[config.mk]
export PLATFORM = sky130hd
export DESIGN_NAME = p405s_exe_gprwrctl_flat
export DESIGN_NICKNAME = d
export VERILOG_FILES = /design/src/rtl/p405s_exe_gprwrctl_if.sv /design/src/rtl/p405s_exe_gprwrctl.sv /design/src/flat_wrapper.sv
export SDC_FILE = /design/constraint.sdc
export NUM_CORES = 1
export LEC_CHECK = 0
export ABC_AREA = 1
export ABC_CLOCK_PERIOD_IN_PS = 1920
export BUFFER_PORTS_ARGS = -buffer_cell sky130_fd_sc_hd__buf_2
export CAP_MARGIN = 20
export CORE_MARGIN = 5
export CORE_UTILIZATION = 45
export CTS_BUF_LIST = sky130_fd_sc_hd__clkbuf_2 sky130_fd_sc_hd__clkbuf_4 sky130_fd_sc_hd__clkbuf_8
export DETAILED_ROUTE_END_ITERATION = 16
export PLACE_DENSITY = 0.7
export SYNTH_ARGS = -nofsm -noshare
export SYNTH_HDL_FRONTEND = slang
export SYNTH_SLANG_ARGS = --single-unit
[constraint.sdc]
create_clock -name SysClk -period 1.92 [get_ports SysClk]
set_clock_uncertainty 0.1 [all_clocks]
set_input_delay 0.384 -clock SysClk [delete_from_list [all_inputs] [get_ports SysClk]]
set_output_delay 0.384 -clock SysClk [all_outputs]
set_load 0.005 [all_outputs]
[src/rtl/p405s_exe_gprwrctl_if.sv]
// Bus between the execute/load writeback sources, the read-address source and the
// GPR write controller. The controller (slave) drives the array-facing outputs.
interface p405s_exe_gprwrctl_if;
   // Load handshake: a load transfers on any cycle where ldWbVal and ldWbRdy are both 1.
   // ldWbRdy never depends on ldWbVal. Execute writebacks have no ready and always transfer.
   logic        exeWbVal;
   logic [0:4]  exeWbAddr;
   logic [0:31] exeWbData;
   logic        ldWbVal;
   logic [0:4]  ldWbAddr;
   logic [0:31] ldWbData;
   logic        ldWbRdy;
   logic [0:4]  rdAAddr;
   logic [0:4]  rdBAddr;
   logic [0:4]  rdSAddr;
   logic        RpWE;
   logic [0:4]  RpAddr;
   logic [0:31] rPort;
   logic        LpWE;
   logic [0:4]  LpAddr;
   logic [0:31] lPort;
   logic [0:9]  ApAddr;
   logic [0:9]  BpAddr;
   logic [0:9]  SpAddr;
   logic        LpEqAp;
   logic        LpEqBp;
   logic        LpEqSp;
   logic        RpEqAp;
   logic        RpEqBp;
   logic        RpEqSp;
   logic        BpEqSp;
   logic [1:0]  dbg_q_count;

   modport master (
      output exeWbVal, exeWbAddr, exeWbData, ldWbVal, ldWbAddr, ldWbData,
             rdAAddr, rdBAddr, rdSAddr,
      input  ldWbRdy, RpWE, RpAddr, rPort, LpWE, LpAddr, lPort,
             ApAddr, BpAddr, SpAddr, LpEqAp, LpEqBp, LpEqSp,
             RpEqAp, RpEqBp, RpEqSp, BpEqSp, dbg_q_count
   );

   modport slave (
      input  exeWbVal, exeWbAddr, exeWbData, ldWbVal, ldWbAddr, ldWbData,
             rdAAddr, rdBAddr, rdSAddr,
      output ldWbRdy, RpWE, RpAddr, rPort, LpWE, LpAddr, lPort,
             ApAddr, BpAddr, SpAddr, LpEqAp, LpEqBp, LpEqSp,
             RpEqAp, RpEqBp, RpEqSp, BpEqSp, dbg_q_count
   );
endinterface

[src/rtl/p405s_exe_gprwrctl.sv]
// GPR write-side controller: merges execute and queued load writebacks onto the R/L
// write ports and registers predecoded read addresses plus write-through bypass flags.
module p405s_exe_gprwrctl (
   input logic                 SysClk,
   input logic                 SysRst_n,
   p405s_exe_gprwrctl_if.slave wr
);

   // Load queue, slot 0 is the head; entries stay packed toward slot 0.
   logic        q_val  [0:1];
   logic        q_kill [0:1];
   logic [0:4]  q_addr [0:1];
   logic [0:31] q_data [0:1];
   logic        n_val  [0:1];
   logic        n_kill [0:1];
   logic [0:4]  n_addr [0:1];
   logic [0:31] n_data [0:1];
   logic [1:0]  q_cnt;
   logic        ld_rdy;
   logic        push;
   logic        pop;
   logic        wr_idx;

   logic        lp_we_nxt;
   logic [0:4]  lp_addr_nxt;
   logic [0:31] lp_data_nxt;
   logic [0:4]  rp_addr_nxt;
   logic [0:31] rp_data_nxt;

   logic        lp_we_q, rp_we_q;
   logic [0:4]  lp_addr_q, rp_addr_q;
   logic [0:31] lp_data_q, rp_data_q;
   logic [0:9]  ap_q, bp_q, sp_q;
   logic        lp_eq_a_q, lp_eq_b_q, lp_eq_s_q;
   logic        rp_eq_a_q, rp_eq_b_q, rp_eq_s_q, bp_eq_s_q;

   function automatic logic [0:9] predecode(input logic [0:4] a);
      logic [0:9] p;
      p[0:1] = a[0] ? 2'b01 : 2'b10;
      p[2:5] = 4'b1000 >> a[1:2];
      p[6:9] = 4'b1000 >> a[3:4];
      return p;
   endfunction

   assign q_cnt  = {q_val[0] & q_val[1], q_val[0] ^ q_val[1]};
   assign ld_rdy = (q_cnt != 2'd2);
   assign push   = wr.ldWbVal & ld_rdy;
   assign pop    = q_val[0];

   // A head that matches this cycle's execute target is older data and is dropped.
   always_comb begin
      lp_we_nxt   = q_val[0] & ~q_kill[0] & ~(wr.exeWbVal & (q_addr[0] == wr.exeWbAddr));
      lp_addr_nxt = lp_we_nxt ? q_addr[0] : lp_addr_q;
      lp_data_nxt = lp_we_nxt ? q_data[0] : lp_data_q;
      rp_addr_nxt = wr.exeWbVal ? wr.exeWbAddr : rp_addr_q;
      rp_data_nxt = wr.exeWbVal ? wr.exeWbData : rp_data_q;
   end

   always_comb begin
      for (int i = 0; i < 2; i++) begin
         n_val[i]  = q_val[i];
         n_kill[i] = q_kill[i] | (wr.exeWbVal & q_val[i] & (q_addr[i] == wr.exeWbAddr));
         n_addr[i] = q_addr[i];
         n_data[i] = q_data[i];
      end
      if (pop) begin
         n_val[0]  = n_val[1];
         n_kill[0] = n_kill[1];
         n_addr[0] = n_addr[1];
         n_data[0] = n_data[1];
         n_val[1]  = 1'b0;
         n_kill[1] = 1'b0;
      end
      wr_idx = n_val[0];
      if (push) begin
         n_val[wr_idx]  = 1'b1;
         n_kill[wr_idx] = wr.exeWbVal & (wr.ldWbAddr == wr.exeWbAddr);
         n_addr[wr_idx] = wr.ldWbAddr;
         n_data[wr_idx] = wr.ldWbData;
      end
   end

   always_ff @(posedge SysClk or negedge SysRst_n) begin
      if (!SysRst_n) begin
         for (int i = 0; i < 2; i++) begin
            q_val[i]  <= 1'b0;
            q_kill[i] <= 1'b0;
            q_addr[i] <= '0;
            q_data[i] <= '0;
         end
         lp_we_q   <= 1'b0;
         rp_we_q   <= 1'b0;
         lp_addr_q <= '0;
         rp_addr_q <= '0;
         lp_data_q <= '0;
         rp_data_q <= '0;
         ap_q      <= 10'h288;
         bp_q      <= 10'h288;
         sp_q      <= 10'h288;
         lp_eq_a_q <= 1'b0;
         lp_eq_b_q <= 1'b0;
         lp_eq_s_q <= 1'b0;
         rp_eq_a_q <= 1'b0;
         rp_eq_b_q <= 1'b0;
         rp_eq_s_q <= 1'b0;
         bp_eq_s_q <= 1'b0;
      end else begin
         for (int i = 0; i < 2; i++) begin
            q_val[i]  <= n_val[i];
            q_kill[i] <= n_kill[i];
            q_addr[i] <= n_addr[i];
            q_data[i] <= n_data[i];
         end
         lp_we_q   <= lp_we_nxt;
         rp_we_q   <= wr.exeWbVal;
         lp_addr_q <= lp_addr_nxt;
         rp_addr_q <= rp_addr_nxt;
         lp_data_q <= lp_data_nxt;
         rp_data_q <= rp_data_nxt;
         ap_q      <= predecode(wr.rdAAddr);
         bp_q      <= predecode(wr.rdBAddr);
         sp_q      <= predecode(wr.rdSAddr);
         lp_eq_a_q <= lp_we_nxt & (lp_addr_nxt == wr.rdAAddr);
         lp_eq_b_q <= lp_we_nxt & (lp_addr_nxt == wr.rdBAddr);
         lp_eq_s_q <= lp_we_nxt & (lp_addr_nxt == wr.rdSAddr);
         rp_eq_a_q <= wr.exeWbVal & (rp_addr_nxt == wr.rdAAddr);
         rp_eq_b_q <= wr.exeWbVal & (rp_addr_nxt == wr.rdBAddr);
         rp_eq_s_q <= wr.exeWbVal & (rp_addr_nxt == wr.rdSAddr);
         bp_eq_s_q <= (wr.rdBAddr == wr.rdSAddr);
      end
   end

   assign wr.ldWbRdy     = ld_rdy;
   assign wr.dbg_q_count = q_cnt;
   assign wr.RpWE        = rp_we_q;
   assign wr.RpAddr      = rp_addr_q;
   assign wr.rPort       = rp_data_q;
   assign wr.LpWE        = lp_we_q;
   assign wr.LpAddr      = lp_addr_q;
   assign wr.lPort       = lp_data_q;
   assign wr.ApAddr      = ap_q;
   assign wr.BpAddr      = bp_q;
   assign wr.SpAddr      = sp_q;
   assign wr.LpEqAp      = lp_eq_a_q;
   assign wr.LpEqBp      = lp_eq_b_q;
   assign wr.LpEqSp      = lp_eq_s_q;
   assign wr.RpEqAp      = rp_eq_a_q;
   assign wr.RpEqBp      = rp_eq_b_q;
   assign wr.RpEqSp      = rp_eq_s_q;
   assign wr.BpEqSp      = bp_eq_s_q;

endmodule

[src/flat_wrapper.sv]
// flat-port wrapper written by rule: the top's interface ports become plain ports
module p405s_exe_gprwrctl_flat 
  (SysClk, SysRst_n, wr_exeWbVal, wr_exeWbAddr, wr_exeWbData, wr_ldWbVal, wr_ldWbAddr, wr_ldWbData, wr_rdAAddr, wr_rdBAddr, wr_rdSAddr, wr_ldWbRdy, wr_RpWE, wr_RpAddr, wr_rPort, wr_LpWE, wr_LpAddr, wr_lPort, wr_ApAddr, wr_BpAddr, wr_SpAddr, wr_LpEqAp, wr_LpEqBp, wr_LpEqSp, wr_RpEqAp, wr_RpEqBp, wr_RpEqSp, wr_BpEqSp, wr_dbg_q_count);
  p405s_exe_gprwrctl_if wr_i ();
  input logic SysClk;
  input logic SysRst_n;
  input wire logic [$bits(wr_i.exeWbVal)-1:0] wr_exeWbVal;
  input wire logic [$bits(wr_i.exeWbAddr)-1:0] wr_exeWbAddr;
  input wire logic [$bits(wr_i.exeWbData)-1:0] wr_exeWbData;
  input wire logic [$bits(wr_i.ldWbVal)-1:0] wr_ldWbVal;
  input wire logic [$bits(wr_i.ldWbAddr)-1:0] wr_ldWbAddr;
  input wire logic [$bits(wr_i.ldWbData)-1:0] wr_ldWbData;
  input wire logic [$bits(wr_i.rdAAddr)-1:0] wr_rdAAddr;
  input wire logic [$bits(wr_i.rdBAddr)-1:0] wr_rdBAddr;
  input wire logic [$bits(wr_i.rdSAddr)-1:0] wr_rdSAddr;
  output wire logic [$bits(wr_i.ldWbRdy)-1:0] wr_ldWbRdy;
  output wire logic [$bits(wr_i.RpWE)-1:0] wr_RpWE;
  output wire logic [$bits(wr_i.RpAddr)-1:0] wr_RpAddr;
  output wire logic [$bits(wr_i.rPort)-1:0] wr_rPort;
  output wire logic [$bits(wr_i.LpWE)-1:0] wr_LpWE;
  output wire logic [$bits(wr_i.LpAddr)-1:0] wr_LpAddr;
  output wire logic [$bits(wr_i.lPort)-1:0] wr_lPort;
  output wire logic [$bits(wr_i.ApAddr)-1:0] wr_ApAddr;
  output wire logic [$bits(wr_i.BpAddr)-1:0] wr_BpAddr;
  output wire logic [$bits(wr_i.SpAddr)-1:0] wr_SpAddr;
  output wire logic [$bits(wr_i.LpEqAp)-1:0] wr_LpEqAp;
  output wire logic [$bits(wr_i.LpEqBp)-1:0] wr_LpEqBp;
  output wire logic [$bits(wr_i.LpEqSp)-1:0] wr_LpEqSp;
  output wire logic [$bits(wr_i.RpEqAp)-1:0] wr_RpEqAp;
  output wire logic [$bits(wr_i.RpEqBp)-1:0] wr_RpEqBp;
  output wire logic [$bits(wr_i.RpEqSp)-1:0] wr_RpEqSp;
  output wire logic [$bits(wr_i.BpEqSp)-1:0] wr_BpEqSp;
  output wire logic [$bits(wr_i.dbg_q_count)-1:0] wr_dbg_q_count;
  assign wr_i.exeWbVal = wr_exeWbVal;
  assign wr_i.exeWbAddr = wr_exeWbAddr;
  assign wr_i.exeWbData = wr_exeWbData;
  assign wr_i.ldWbVal = wr_ldWbVal;
  assign wr_i.ldWbAddr = wr_ldWbAddr;
  assign wr_i.ldWbData = wr_ldWbData;
  assign wr_i.rdAAddr = wr_rdAAddr;
  assign wr_i.rdBAddr = wr_rdBAddr;
  assign wr_i.rdSAddr = wr_rdSAddr;
  assign wr_ldWbRdy = wr_i.ldWbRdy;
  assign wr_RpWE = wr_i.RpWE;
  assign wr_RpAddr = wr_i.RpAddr;
  assign wr_rPort = wr_i.rPort;
  assign wr_LpWE = wr_i.LpWE;
  assign wr_LpAddr = wr_i.LpAddr;
  assign wr_lPort = wr_i.lPort;
  assign wr_ApAddr = wr_i.ApAddr;
  assign wr_BpAddr = wr_i.BpAddr;
  assign wr_SpAddr = wr_i.SpAddr;
  assign wr_LpEqAp = wr_i.LpEqAp;
  assign wr_LpEqBp = wr_i.LpEqBp;
  assign wr_LpEqSp = wr_i.LpEqSp;
  assign wr_RpEqAp = wr_i.RpEqAp;
  assign wr_RpEqBp = wr_i.RpEqBp;
  assign wr_RpEqSp = wr_i.RpEqSp;
  assign wr_BpEqSp = wr_i.BpEqSp;
  assign wr_dbg_q_count = wr_i.dbg_q_count;
  p405s_exe_gprwrctl u_core (.SysClk(SysClk), .SysRst_n(SysRst_n), .wr(wr_i));
endmodule
==> results.toml <==
[synthesis]
syn_nets = 947
synthCells = 852
synthArstFlopShare_pct = 100
synthFlopType = "dfrtp_1"
synth-seq-cells = 191
yosysWarnings = 0
ys_seq_area_share_pct = 62.6
ys_types = 32
syn_area_per_cell_sq_um = 8.98
syn_area_sq_mm = 0.00765
synth_edf_count = 0

[detailed_routing]
drt_iter0_drc = 450
detail-route-antenna-nets = 0
routed_wl_um = 19700
routed_via_density = 4.82
remaining_drc_errors = 0
vias = 6279
dr.pass1.iters = 4
routedWlPerCell_um = 15.1

[worst_setup_path]
path_delay_family = "flip-flops"
crit_path_end_kind = "primary output"
critPathMaxStageDelay_ps = 440
path_buf_inv = 2
arrival_ps = 1360
r2r_slack_ps = 160
critical_path.startpoint_type = "flip-flop"
worstSetupPathType = "reg -> out"
cp_max_fo = 3
reg2reg_depth = 11
crit_chain = "ha_2, inv_1, buf_2"
cp.depth = 3
cp_slowest_cell = "dfrtp_1"
worstPathRequired_ps = 1440

[global_route]
grt_usage_pct = 20.4
grt_antenna_before_repair = 4
grt_pass1_vias = 6366
gr-total-overflow = 0
grt_max_degree = 53
grt_pass1_wl_um = 32500

[timing]
setup_tns_ps = 0
hold_slack_ps = 28.8
final-setup-viol-count = 0
fin_crit_ps = 1840
post-route-period-util_pct = 95.9
hold_violations = 0
slew_violations = 0
slew_headroom_pct = 70.0
tightest_slew_ps = 450
fmax_mhz = 543

[job]
maxCapViolCount = 0

[cells_and_area]
multiInputGateArea_sq_mm = 0.00237
area_growth_pct = 26.5
regArea_sq_mm = 0.00479
fillers = 1471
nets = 1161
drive_gt1_share_pct = 28.4
final_cells = 1303

[pwr]
p_sw_uw = 2270
p_total_uw = 8430
intPower_uw = 6150
switching_share_pct = 27.0
clockPowerShare_pct = 31.4
p_seq_share_pct = 53.3
p_leak_uw = 0.00531
combPwrFrac_pct = 15.3
p_per_area_mw_per_mm2 = 871
ir_worst_vdd_mv = 0.421

[floorplanning]
fp.dieW_um = 140
core_area_sq_mm = 0.0166
initial_core_util_pct = 46.0
die_height_um = 140
fp-row-count = 47
fp.dieArea_sq_mm = 0.0197
ios = 209

[placement]
portBuffers = 208
dp_cells = 1232
gp_congestion = 0.902
dpl.hpwl_um = 13700

[clocking]
h-tree-depth = 4
numCtsBuffers = 17
cts_tree = "built"
clk_latency_ps = 460
clkTransAtPathRegs_ps = 90
cts_root_buffer = "clkbuf_8"
cts_buffer_depth = 2
clkSinkCount = 191

[run_status]
outcome = "finished clean"

[worst_hold_path]
min_path_cells = 2
hold_class = "in -> reg"
-- final timing paths --
path | startpoint | endpoint
max | u_core.q_val[0] | wr_ldWbRdy
min | wr_rdAAddr[3] | u_core.wr.ApAddr[2]
max reg2reg | u_core.q_addr[5] | u_core.wr.LpEqSp
min reg2reg | flip-flop | flip-flop
max in group asynchronous | SysRst_n | u_core.wr.SpAddr[0]
min in group asynchronous | SysRst_n | u_core.wr.BpAddr[5]
-- worst reg2reg max path, cell delays in order, from the launching register on --
cell and delay [ps]:
dfrtp_2 410, inv_1 80, nand2_1 60, nand2_1 60
nor2_2 150, nand3_4 180, buf_4 190, nand3_1 70
nand2_2 100, xor2_1 150, nand2_1 90, nor2_2 30
-- cell type report --
type,instances,share of cell area (%)
clock buffers,22,3.00
flip-flops and latches,191,49.5
inverters,59,2.29
well taps,220,2.84
diodes,4,0.103
multi-input cells,531,24.5
clock inverters,10,1.14
repair buffers,266,16.6
-- cell usage in the layout, fill, tap and decap left out, types with 6 or more instances in the layout --
| cell type | instances |
|---|---|
| dfrtp_1 | 181 |
| nor2_1 | 67 |
| nand2_1 | 299 |
| xor2_1 | 7 |
| inv_2 | 6 |
| clkbuf_8 | 21 |
| dlygate4sd3_1 | 28 |
| nand2_2 | 7 |
| a21oi_1 | 82 |
| o21ai_0 | 9 |
| buf_2 | 207 |
| inv_1 | 53 |
| nand3_1 | 20 |
| buf_4 | 26 |
| dfstp_2 | 9 |
| o22ai_1 | 10 |
-- power groups by stage --
stage	Sequential (uW)	Combinational (uW)	Clock [uW]
global placement	4560	1210	0
global route	4530	1460	2920
CTS	4490	1280	2720
finish	4490	1290	2650
floorplan	4570	574	0
detailed placement	4560	1240	0
-- cells by family after synthesis --
family	Yosys count	share of synthesized area [%]
and+or+nand+nor	412	21.7
adders and majority gates	2	0.327
xor gates and xnor gates	8	0.916
DFF	191	62.6
AOI/OAI and AO/OA	108	7.52
buffers and inverters	131	6.90
-- per-layer routing --
layer  up-vias  routed length, um  global-route usage, %  share of wire [%]
met2       183               9710                   33.8                 49
met3        44               1070                   4.43                5.4
met4         4                525                   8.21                2.7
met1      2975               8360                   26.3                 42
li1       3073                  -                      -                  -
met5         -                 21                      0               0.11
-- stage by stage --
step                      setup slack, ps  instance area, sq um  utilization, %
after detailed placement             4.32                  8900            53.5
after floorplan                       206                  7650               -
after global placement               22.2                  8900            53.5
after CTS                            4.36                  9590            57.6
final                                79.1                  9680            58.1
after global routing                -2.82                  9670            58.1
-- synthesized netlist by cell type, types with 2 or more instances --
cell	n	area (sq um)
nand4_1	3	18.8
nor2_1	68	255
clkbuf_1	58	218
dfstp_2	9	236
a21oi_1	82	410
nand2_2	4	25.0
o22ai_1	10	62.6
dfrtp_1	182	4550
nand2_1	302	1130
ha_1	2	25.0
xor2_1	7	61.3
buf_2	7	35.0
buf_1	4	15.0
nand3_1	20	100
nor4_1	4	25.0
nor2_2	5	31.3
a211oi_1	2	15.0
inv_2	6	22.5
inv_1	53	199
o2111ai_1	4	35.0
o21ai_0	9	45.0
-- repair_timing --
| action | in CTS | in global routing |
|---|---|---|
| endpoints found under the hold margin | 66 | 1 |
| buffers inserted | 2 | 4 |
| pin swaps | 0 | 4 |
| setup endpoints to repair | 2 | 9 |
| cloned | 0 | 1 |
| hold buffers | 27 | 1 |
| gates resized for setup | 0 | 6 |
No activity file was read; power rests on OpenSTA's default activity.
